File: src/rtl/video_timing_analyzer.sv
// rtl/video_timing_analyzer.sv - measures incoming video line/frame timing, lock state
// and the position of the first bright active pixel in each frame.
module video_timing_analyzer #(
  parameter bit          SYNC_ACTIVE_LOW = 1'b1,
  parameter logic [3:0]  STABLE_FRAMES   = 4'd3,
  parameter logic [7:0]  LUMA_THRESH     = 8'h80,
  parameter logic [10:0] V_TIMEOUT       = 11'd1023
) (
  input  logic        clk27,
  input  logic        reset_n,
  input  logic        HSYNC_in,
  input  logic        VSYNC_in,
  input  logic        ENABLE_in,
  input  logic [7:0]  G_in,
  output logic [11:0] h_total,
  output logic [11:0] h_synclen,
  output logic [11:0] h_active,
  output logic [10:0] v_total,
  output logic [10:0] v_synclen,
  output logic [10:0] v_active,
  output logic        locked,
  output logic        frame_strobe,
  output logic        lt_found,
  output logic [11:0] lt_x,
  output logic [10:0] lt_y
);

  typedef struct packed {
    logic [11:0] ht;
    logic [11:0] hs;
    logic [11:0] ha;
    logic [10:0] vt;
    logic [10:0] vs;
    logic [10:0] va;
  } meas_t;

  logic        hs_s_q, vs_s_q, de_s_q, hs_p_q, vs_p_q;
  logic [7:0]  g_s_q;
  logic        hs_lead, hs_trail, vs_lead, vs_trail, de_nz, timeout;

  logic [11:0] pix_q, pix_d, pix_inc, de_cnt_q, de_cnt_d;
  logic [11:0] line_tot_q, line_tot_d, line_act_q, line_act_d, line_sync_q, line_sync_d;
  logic [10:0] line_cnt_q, line_cnt_d, line_inc, vsync_len_q, vsync_len_d;
  logic [10:0] act_lines_q, act_lines_d, act_inc;
  logic        found_q, found_d;
  logic [11:0] box_x_q, box_x_d;
  logic [10:0] box_y_q, box_y_d;

  meas_t       cur, prev_q, prev_d, pub_q, pub_d;
  logic [3:0]  stable_q, stable_d, stable_nxt;
  logic        locked_q, locked_d, pend_q, pend_d, strobe_q, strobe_d;
  logic        lt_found_q, lt_found_d;
  logic [11:0] lt_x_q, lt_x_d;
  logic [10:0] lt_y_q, lt_y_d;

  assign hs_lead  = SYNC_ACTIVE_LOW ? (hs_p_q & ~hs_s_q) : (~hs_p_q & hs_s_q);
  assign hs_trail = SYNC_ACTIVE_LOW ? (~hs_p_q & hs_s_q) : (hs_p_q & ~hs_s_q);
  assign vs_lead  = SYNC_ACTIVE_LOW ? (vs_p_q & ~vs_s_q) : (~vs_p_q & vs_s_q);
  assign vs_trail = SYNC_ACTIVE_LOW ? (~vs_p_q & vs_s_q) : (vs_p_q & ~vs_s_q);

  always_comb begin
    pix_inc  = (pix_q == 12'hFFF) ? pix_q : pix_q + 12'd1;
    line_inc = (line_cnt_q == 11'h7FF) ? line_cnt_q : line_cnt_q + 11'd1;
    act_inc  = (act_lines_q == 11'h7FF) ? act_lines_q : act_lines_q + 11'd1;
    de_nz    = (de_cnt_q != 12'd0);
    timeout  = (pix_q == 12'hFFF) || (line_cnt_q >= V_TIMEOUT);

    pix_d = hs_lead ? 12'd0 : pix_inc;
    // The in-progress line belongs to the frame being closed, so vs_lead also restarts it.
    de_cnt_d = de_cnt_q;
    if (hs_lead || vs_lead)
      de_cnt_d = 12'd0;
    else if (de_s_q && (de_cnt_q != 12'hFFF))
      de_cnt_d = de_cnt_q + 12'd1;

    line_tot_d  = hs_lead ? pix_inc : line_tot_q;
    line_act_d  = (hs_lead && de_nz) ? de_cnt_q : line_act_q;
    line_sync_d = hs_trail ? pix_inc : line_sync_q;

    line_cnt_d = line_cnt_q;
    if (vs_lead)
      line_cnt_d = {10'd0, hs_lead};
    else if (hs_lead)
      line_cnt_d = line_inc;
    vsync_len_d = vs_trail ? line_cnt_q : vsync_len_q;
    act_lines_d = act_lines_q;
    if (vs_lead)
      act_lines_d = 11'd0;
    else if (hs_lead && de_nz)
      act_lines_d = act_inc;

    found_d = found_q;
    box_x_d = box_x_q;
    box_y_d = box_y_q;
    if (vs_lead) begin
      found_d = 1'b0;
    end else if (!found_q && de_s_q && (g_s_q >= LUMA_THRESH)) begin
      found_d = 1'b1;
      box_x_d = de_cnt_q;
      box_y_d = act_lines_q;
    end

    // h_active comes from the last line that carried data; blanking lines leave it alone.
    cur.ht = hs_lead ? pix_inc : line_tot_q;
    cur.hs = line_sync_q;
    cur.ha = de_nz ? de_cnt_q : line_act_q;
    cur.vt = line_cnt_q;
    cur.vs = vsync_len_q;
    cur.va = de_nz ? act_inc : act_lines_q;

    stable_nxt = 4'd0;
    if (!pend_q && (cur == prev_q))
      stable_nxt = (stable_q >= STABLE_FRAMES) ? STABLE_FRAMES : stable_q + 4'd1;

    pub_d      = pub_q;
    prev_d     = prev_q;
    stable_d   = stable_q;
    locked_d   = locked_q;
    pend_d     = pend_q;
    lt_found_d = lt_found_q;
    lt_x_d     = lt_x_q;
    lt_y_d     = lt_y_q;
    if (vs_lead) begin
      pub_d      = cur;
      prev_d     = cur;
      stable_d   = stable_nxt;
      locked_d   = (stable_nxt == STABLE_FRAMES);
      pend_d     = 1'b0;
      lt_found_d = found_q;
      lt_x_d     = found_q ? box_x_q : 12'd0;
      lt_y_d     = found_q ? box_y_q : 11'd0;
    end
    // pend forces the next frame to count as a mismatch after reset or a timeout.
    if (timeout) begin
      stable_d = 4'd0;
      locked_d = 1'b0;
      pend_d   = 1'b1;
    end
    strobe_d = vs_lead;
  end

  always_ff @(posedge clk27 or negedge reset_n) begin
    if (!reset_n) begin
      hs_s_q      <= 1'b0;
      vs_s_q      <= 1'b0;
      de_s_q      <= 1'b0;
      g_s_q       <= 8'd0;
      hs_p_q      <= 1'b0;
      vs_p_q      <= 1'b0;
      pix_q       <= 12'd0;
      de_cnt_q    <= 12'd0;
      line_tot_q  <= 12'd0;
      line_act_q  <= 12'd0;
      line_sync_q <= 12'd0;
      line_cnt_q  <= 11'd0;
      vsync_len_q <= 11'd0;
      act_lines_q <= 11'd0;
      found_q     <= 1'b0;
      box_x_q     <= 12'd0;
      box_y_q     <= 11'd0;
      prev_q      <= '0;
      pub_q       <= '0;
      stable_q    <= 4'd0;
      locked_q    <= 1'b0;
      pend_q      <= 1'b1;
      strobe_q    <= 1'b0;
      lt_found_q  <= 1'b0;
      lt_x_q      <= 12'd0;
      lt_y_q      <= 11'd0;
    end else begin
      hs_s_q      <= HSYNC_in;
      vs_s_q      <= VSYNC_in;
      de_s_q      <= ENABLE_in;
      g_s_q       <= G_in;
      hs_p_q      <= hs_s_q;
      vs_p_q      <= vs_s_q;
      pix_q       <= pix_d;
      de_cnt_q    <= de_cnt_d;
      line_tot_q  <= line_tot_d;
      line_act_q  <= line_act_d;
      line_sync_q <= line_sync_d;
      line_cnt_q  <= line_cnt_d;
      vsync_len_q <= vsync_len_d;
      act_lines_q <= act_lines_d;
      found_q     <= found_d;
      box_x_q     <= box_x_d;
      box_y_q     <= box_y_d;
      prev_q      <= prev_d;
      pub_q       <= pub_d;
      stable_q    <= stable_d;
      locked_q    <= locked_d;
      pend_q      <= pend_d;
      strobe_q    <= strobe_d;
      lt_found_q  <= lt_found_d;
      lt_x_q      <= lt_x_d;
      lt_y_q      <= lt_y_d;
    end
  end

  assign h_total      = pub_q.ht;
  assign h_synclen    = pub_q.hs;
  assign h_active     = pub_q.ha;
  assign v_total      = pub_q.vt;
  assign v_synclen    = pub_q.vs;
  assign v_active     = pub_q.va;
  assign locked       = locked_q;
  assign frame_strobe = strobe_q;
  assign lt_found     = lt_found_q;
  assign lt_x         = lt_x_q;
  assign lt_y         = lt_y_q;

endmodule

File: config.mk
export PLATFORM = sky130hd
export DESIGN_NAME = video_timing_analyzer
export DESIGN_NICKNAME = d
export VERILOG_FILES = /design/src/rtl/video_timing_analyzer.sv
export SDC_FILE = /design/constraint.sdc
export NUM_CORES = 1
export LEC_CHECK = 0
export ABC_AREA = 1
export CAP_MARGIN = 20
export CELL_PAD_IN_SITES_DETAIL_PLACEMENT = 0
export CELL_PAD_IN_SITES_GLOBAL_PLACEMENT = 2
export CORE_UTILIZATION = 31
export DETAILED_ROUTE_END_ITERATION = 7
export GPL_TIMING_DRIVEN = 0
export HOLD_SLACK_MARGIN = 0.05
export PLACE_DENSITY = 0.73
export SYNTH_ARGS = -nofsm -noshare
export SYNTH_HDL_FRONTEND = slang
export SYNTH_SLANG_ARGS = --single-unit
File: constraint.sdc
create_clock -name clk27 -period 2.1 [get_ports clk27]
set_clock_uncertainty 0.05 [all_clocks]
set_input_delay 0.42 -clock clk27 [delete_from_list [all_inputs] [get_ports clk27]]
set_output_delay 0.42 -clock clk27 [all_outputs]
set_load 0.01 [all_outputs]
# Yosys cells after proc, flatten, opt, wreduce, memory -nomap -nowiden

Cells that the tools add are included.

Flip-flop bits (word level): 230
Input port bits: 13
Output and inout bits: 95
Word-level logic and storage cells: 96

Add/subtract/negate cells: 5
Order comparisons: 3
Equality and inequality tests: 7
Multiplexer cells: 25
Bitwise logic cells: 9
Reductions and logical operators: 17

Operator list:

| operator                                              | number |
|---|---|
| two-way mux 11 bit                                    | 8 |
| two-way mux 12 bit                                    | 7 |
| equality test 69 bit                                  | 1 |
| adder 12 x 1 -> 12 bit, second input constant         | 2 |
| adder 11 x 1 -> 11 bit, second input constant         | 2 |
| equality test 11 bit, second input constant           | 2 |
| two-way mux 4 bit                                     | 4 |
| equality test 12 bit, second input constant           | 1 |
| inequality test 12 bit, second input constant         | 1 |
| nonzero test 12 bit                                   | 1 |
| >= comparator 11 x 10 -> 1 bit, second input constant | 1 |
| nonzero test 2 bit                                    | 5 |
| >= comparator 8 bit, second input constant            | 1 |
| two-way mux 1 bit                                     | 6 |
| logical AND 1 bit                                     | 5 |
| NOT 1 bit                                             | 5 |
| adder 4 x 1 -> 4 bit, second input constant           | 1 |
| AND 1 bit                                             | 4 |
| equality test 4 x 2 -> 1 bit, second input constant   | 1 |
| >= comparator 4 x 2 -> 1 bit, second input constant   | 1 |
| AND reduction 2 bit                                   | 2 |
| zero test 1 bit                                       | 2 |
| logical OR 1 bit                                      | 2 |
| inequality test 2 bit, second input constant          | 1 |

# Depth between registers and ports, before layout

Gate-level depths: netlist of run 1.

Depth in word-level cells: 9
Depth in mapped cells: 19
Mapped depth without buffers: 18

# Worst setup path after synthesis of run 1

No wires, ideal clock.

Kind: reg2reg
Start: register de_cnt_q[0]
End: register locked_q (netlist: locked)
Library setup time: 0.065 ns
Arrival: 1.959 ns
Required time: 1.985 ns
Path slack: 0.026 ns
Stages on the path, launching flop included: 20
Buffers on the path: 1
Clock period less this slack: 2.074 ns
Cells stage by stage: dfrtp_1 > inv_1 > ha_1 > inv_1 > nor2_1 > nand2_1 > nor2_2 > buf_6 > nand3_2 > nand2_1 > nand2_1 > nand2_1 > nand2_1 > nor2_1 > nand2_1 > nor2_1 > nand4_1 > nor2_2 > nand4_1 > nand2_1

Word-level cells in the longest chain between the ends: 8
Elaborated cells on any way between the ends: 9
Those cells by class: eq/ne: 2; mux: 5; reduce/logical: 2

RTL lines:

| item                                                     | RTL line | text |
|---|---|---|
| from (decl)                                              | 41       | `logic [11:0] pix_q, pix_d, pix_inc, de_cnt_q, de_cnt_d;` |
| from (signal assigned)                                   | 178      | `de_cnt_q <= de_cnt_d;` |
| nonzero test 12 bit                                      | 65       | `de_nz = (de_cnt_q != 12'd0);` |
| two-way mux 11 bit or two-way mux 12 bit (tied branches) | 109, 106 |  |
| equality test 69 bit (*)                                 | 112      | `if (!pend_q && (cur == prev_q))` |
| logical AND 1 bit (*)                                    | 112      |  |
| two-way mux 4 bit (*)                                    | 112      |  |
| equality test 4 x 2 -> 1 bit (*)                         | 127      | `locked_d = (stable_nxt == STABLE_FRAMES);` |
| two-way mux 1 bit (*)                                    | 123      | `if (vs_lead) begin` |
| two-way mux 1 bit (*)                                    | 134      | `if (timeout) begin` |
| to (signal assigned)                                     | 191      | `locked_q <= locked_d;` |
| to (decl)                                                | 51       | `logic locked_q, locked_d, pend_q, pend_d, strobe_q, strobe_d;` |

Every way passes the cells marked *; elsewhere a longest branch is shown, timed or not. The select of a mux whose other input is x is not followed.
A chain may end at the register's enable or synchronous reset.

# Worst setup path in the final report of run 1

Start: register act_lines_q[1]
End: register locked_q (netlist: locked)

Word-level cells in the longest chain between the ends: 9
Elaborated cells on any way between the ends: 10
Those cells by class: add/sub: 1; eq/ne: 3; mux: 5; reduce/logical: 1

RTL lines:

| item                                                           | RTL line | text |
|---|---|---|
| from (decl)                                                    | 44       | `logic [10:0] act_lines_q, act_lines_d, act_inc;` |
| from (signal assigned)                                         | 184      | `act_lines_q <= act_lines_d;` |
| adder 11 x 1 -> 11 bit or equality test 11 bit (tied branches) | 64       | `act_inc = (act_lines_q == 11'h7FF) ? act_lines_q : act_lines_q + 11'd1;` |
| two-way mux 11 bit                                             | 64       |  |
| two-way mux 11 bit (*)                                         | 109      | `cur.va = de_nz ? act_inc : act_lines_q;` |
| equality test 69 bit (*)                                       | 112      |  |
| logical AND 1 bit (*)                                          | 112      |  |
| two-way mux 4 bit (*)                                          | 112      |  |
| equality test 4 x 2 -> 1 bit (*)                               | 127      |  |
| two-way mux 1 bit (*)                                          | 123      |  |
| two-way mux 1 bit (*)                                          | 134      |  |

Marked as above.

==> run metrics, run 1 <==
outcome complete, but fails checks; failing checks negative setup slack; Final #Nets between 1000 and 1500; clk_lat worst skew 0.54 ns; detailed-route DRC error count 0; Post-synth top flop dfrtp_1; leakage power between 6 and 7 nW; I/O pin total 108; Seq/Total Area, Yosys 52.7%; count of flip-flops with a built-in enable after synthesis 0; Core ar. 33600 µm²; vias per std cell about 4.7; vias in the first global route 9118; worst r2r src act_lines_q[1]$_DFFE_PN0P_; Pwr Total ~12 mW; Max VDD drop 0.554 mV; synthesized area per cell 8.02 µm²; drt pass-1 iters 5; Slew Limit Fails 0; H-tree Lvls 1; reg2reg end locked$_DFFE_PN0P_; Met1 Wirelength 15400 µm; Crit path required time ~2.5 ns; leading area contributor after synthesis dfrtp_1; Fin. Hold Viols 0; Max Used Layer met4; die area 34900 µm²; post-synthesis cell area ~11000 µm²; Routed Wire Length 32800 µm; Syn Nets 1341; Worst R2R Path Depth 14; asr flop ratio synth 100%; number of port buffers 100; class of the worst hold path in2reg; Iter 0 DRT Violations 436; initial antenna violation count 0; Area Overhead vs Synth 28.0%; Worst EP arrival 2.87 ns; Worst Max-Slew Pin Slew 0.784 ns; metal3 WL 1110 µm; CP Max Fanout 10; Worst Setup Slack, final -0.339 ns; RSZ-0062 raised after global routing true; CTS tree yes; Crit. End Element register; setup tns final -0.913 ns; Setup crit end locked$_DFFE_PN0P_; DR vias 9069; CP Launch Point act_lines_q[1]$_DFFE_PN0P_; largest cells by area after synthesis dfrtp_1, nand2_1, o21ai_0; row count 67; Max Clk Rate approximately 410 MHz; Rel. slew slack about 48%; CP Launch Type register; synth warn 0; post-synthesis instance total between 1000 and 1500; Yosys reg bits between 200 and 250; crit share post-route 116%; multi-input combinational cell area about 4500 µm²; Worst-path clk slew 0.06 ns; metal2 WL 15800 µm; Die Span Y 187 µm; Num CTS Buffers 28; Max-Cap Viols 0; HPWL after DPL 23700 µm; placed instance count 1872; Pwr Density 910 nW/µm²; first-pass GRT wire length 52900 µm; DIE WIDTH 187 µm; Placed Instance Area 12200 µm²; hold slack 0.264 ns; Tmin final 2.44 ns; register area 5590 µm²; initial core utilization a little under a third; gr usage total slightly below 20%; largest net degree at the start of global routing 96; routed len/inst 16.9 µm; # clock sinks 223; FF-to-FF setup slack -0.34 ns; share of cells above drive strength 1 ~11%; Max clock buf depth 3; Root Driver clkbuf_16; post-synth top area share 52.4%; Cell variety after synth between 40 and 50; DRT antenna net count 0; fillers ~3400; Final Wtd Congestion between 0.8 and 0.9; WS Path Type reg2reg; final instance area around 14000 µm²; Finish-stage setup viols 3; GRT overflow 0; Non-Filler Instances 1944
[sequential cells by signal, summed over array words and instances (netlist names), 4 cells and up]
name,count
box_y_q,11
de_cnt_q,12
v_total,11
line_cnt_q,11
box_x_q,12
line_sync_q,12
vsync_len_q,11
lt_y,11
pix_q,12
v_synclen,11
h_synclen,12
lt_x,12
stable_q,4
v_active,11
line_act_q,12
line_tot_q,12
act_lines_q,11
h_total,12
h_active,12
[stage by stage]
stage	utilization, %	setup WS, ns
5_1_grt	40.3	-0.573
6_report	40.4	-0.339
3_3_place_gp	36.2	-9.90
3_5_place_dp	36.4	-0.808
4_1_cts	39.9	-0.411
2_1_floorplan	-	0.0264
[layer usage]
metal  up-vias  track usage (%)
li1       4566                -
met1      4312             26.2
met2       148             32.7
met3        43             2.55
met4         0             3.81
met5         -                0
[worst min-delay path by stage]
stage / from / end / slack [ns] / cells past startpoint
3_5_place_dp: reset_n / h_synclen[8]$_DFFE_PN0P_ / 0.27 / 1
6_report: G_in[7] / g_s_q[7]$_DFF_PN0_ / 0.26 / 1
4_1_cts: G_in[7] / g_s_q[7]$_DFF_PN0_ / 0.24 / 1
5_1_grt: G_in[7] / g_s_q[7]$_DFF_PN0_ / 0.26 / 1
3_3_place_gp: hs_s_q$_DFF_PN0_ / hs_p_q$_DFF_PN0_ / 0.34 / 0
2_1_floorplan: reset_n / act_lines_q[0]$_DFFE_PN0P_ / 0.07 / 0
[final cells by class]
cell class	instances	share of cell area, %
diodes	1	0.0184
clock inverters	7	0.655
repair buffers	121	8.89
well taps	448	4.13
multi-input cells	915	33.0
inverters	140	4.04
clock buffers	45	6.53
flip-flops and latches	223	41.2
plain buffers	44	1.60
[layout by cell type (no fill, tap or decap), types with 18 or more instances in the layout]
cell type / n
a21oi_1: 25
buf_4: 18
clkbuf_1: 31
clkbuf_16: 29
clkdlybuf4s50_1: 98
dfrtp_1: 218
inv_1: 127
nand2_1: 417
nand3_1: 101
nor2_1: 69
o21ai_0: 142
[Yosys cell counts (2+ instances only)]
library cell and instances:
nand4_1 17, nand2_1 426, o21ai_0 142, a31oi_1 5, nor2_4 3, o21a_1 2, xnor2_1 14, nor2_1 81
nor3_1 9, a211oi_1 2, o21bai_1 5, buf_1 2, or2_2 13, o22ai_1 6, xor2_1 6, buf_6 2
ha_1 6, nor2_2 6, a21oi_1 25, nand2_4 2, nand3_1 103, inv_1 132, dfrtp_1 222, clkbuf_1 34
inv_2 6, nand3_2 6, nand3b_1 13, buf_2 5, a2bb2oi_1 2, nand2_2 4, o21ai_1 6
[report_power, final]
group | internal, mW | switching, mW | total, mW
combinational | 0.966 | 1.32 | 2.29
sequential | 4.67 | 0.358 | 5.03
clock | 3.11 | 1.92 | 5.03
total | 8.75 | 3.60 | 12.4
[cell families (layout without fill, tap and decap cells)]
kind of cell / count (synthesis) / after routing / share of synthesized area (%)
simple gates: 687 / 687 / 27.9
xor+xnor: 20 / 20 / 1.65
fa+ha+maj: 6 / 6 / 0.708
other cells: 0 / 1 / 0
buf+inv: 184 / 357 / 6.88
flops: 223 / 223 / 52.7
compound gates: 202 / 202 / 10.2
[what timing repair did]
item | 4_1_cts | 5_1_grt
hold buffers | 1 | 0
buffers inserted | 7 | 10
setup endpoints to repair | 149 | 49
endpoints found under the hold margin | 36 | 0
pin swaps | 11 | 18
resized for setup | 49 | 26
gates cloned | 1 | 0
[worst max-delay path, stage by stage (launching register included)]
cell	delay, ns
dfrtp_1	0.37
ha_2	0.20
inv_1	0.07
nor2_4	0.14
nand3_2	0.12
buf_4	0.19
nand2_1	0.08
nand3_1	0.13
nand3b_1	0.20
nand3_1	0.15
nor2_4	0.14
nand4_1	0.17
nor2_4	0.17
nand4_1	0.13
nand2_1	0.08
Power figures use the tool's default switching activity.
==> run 2, diff against run 1 <==
CAP_MARGIN = 15   (was 20)
==> results of run 2 <==
No change in the layout: final DEF, timing and power equal those of run 1.
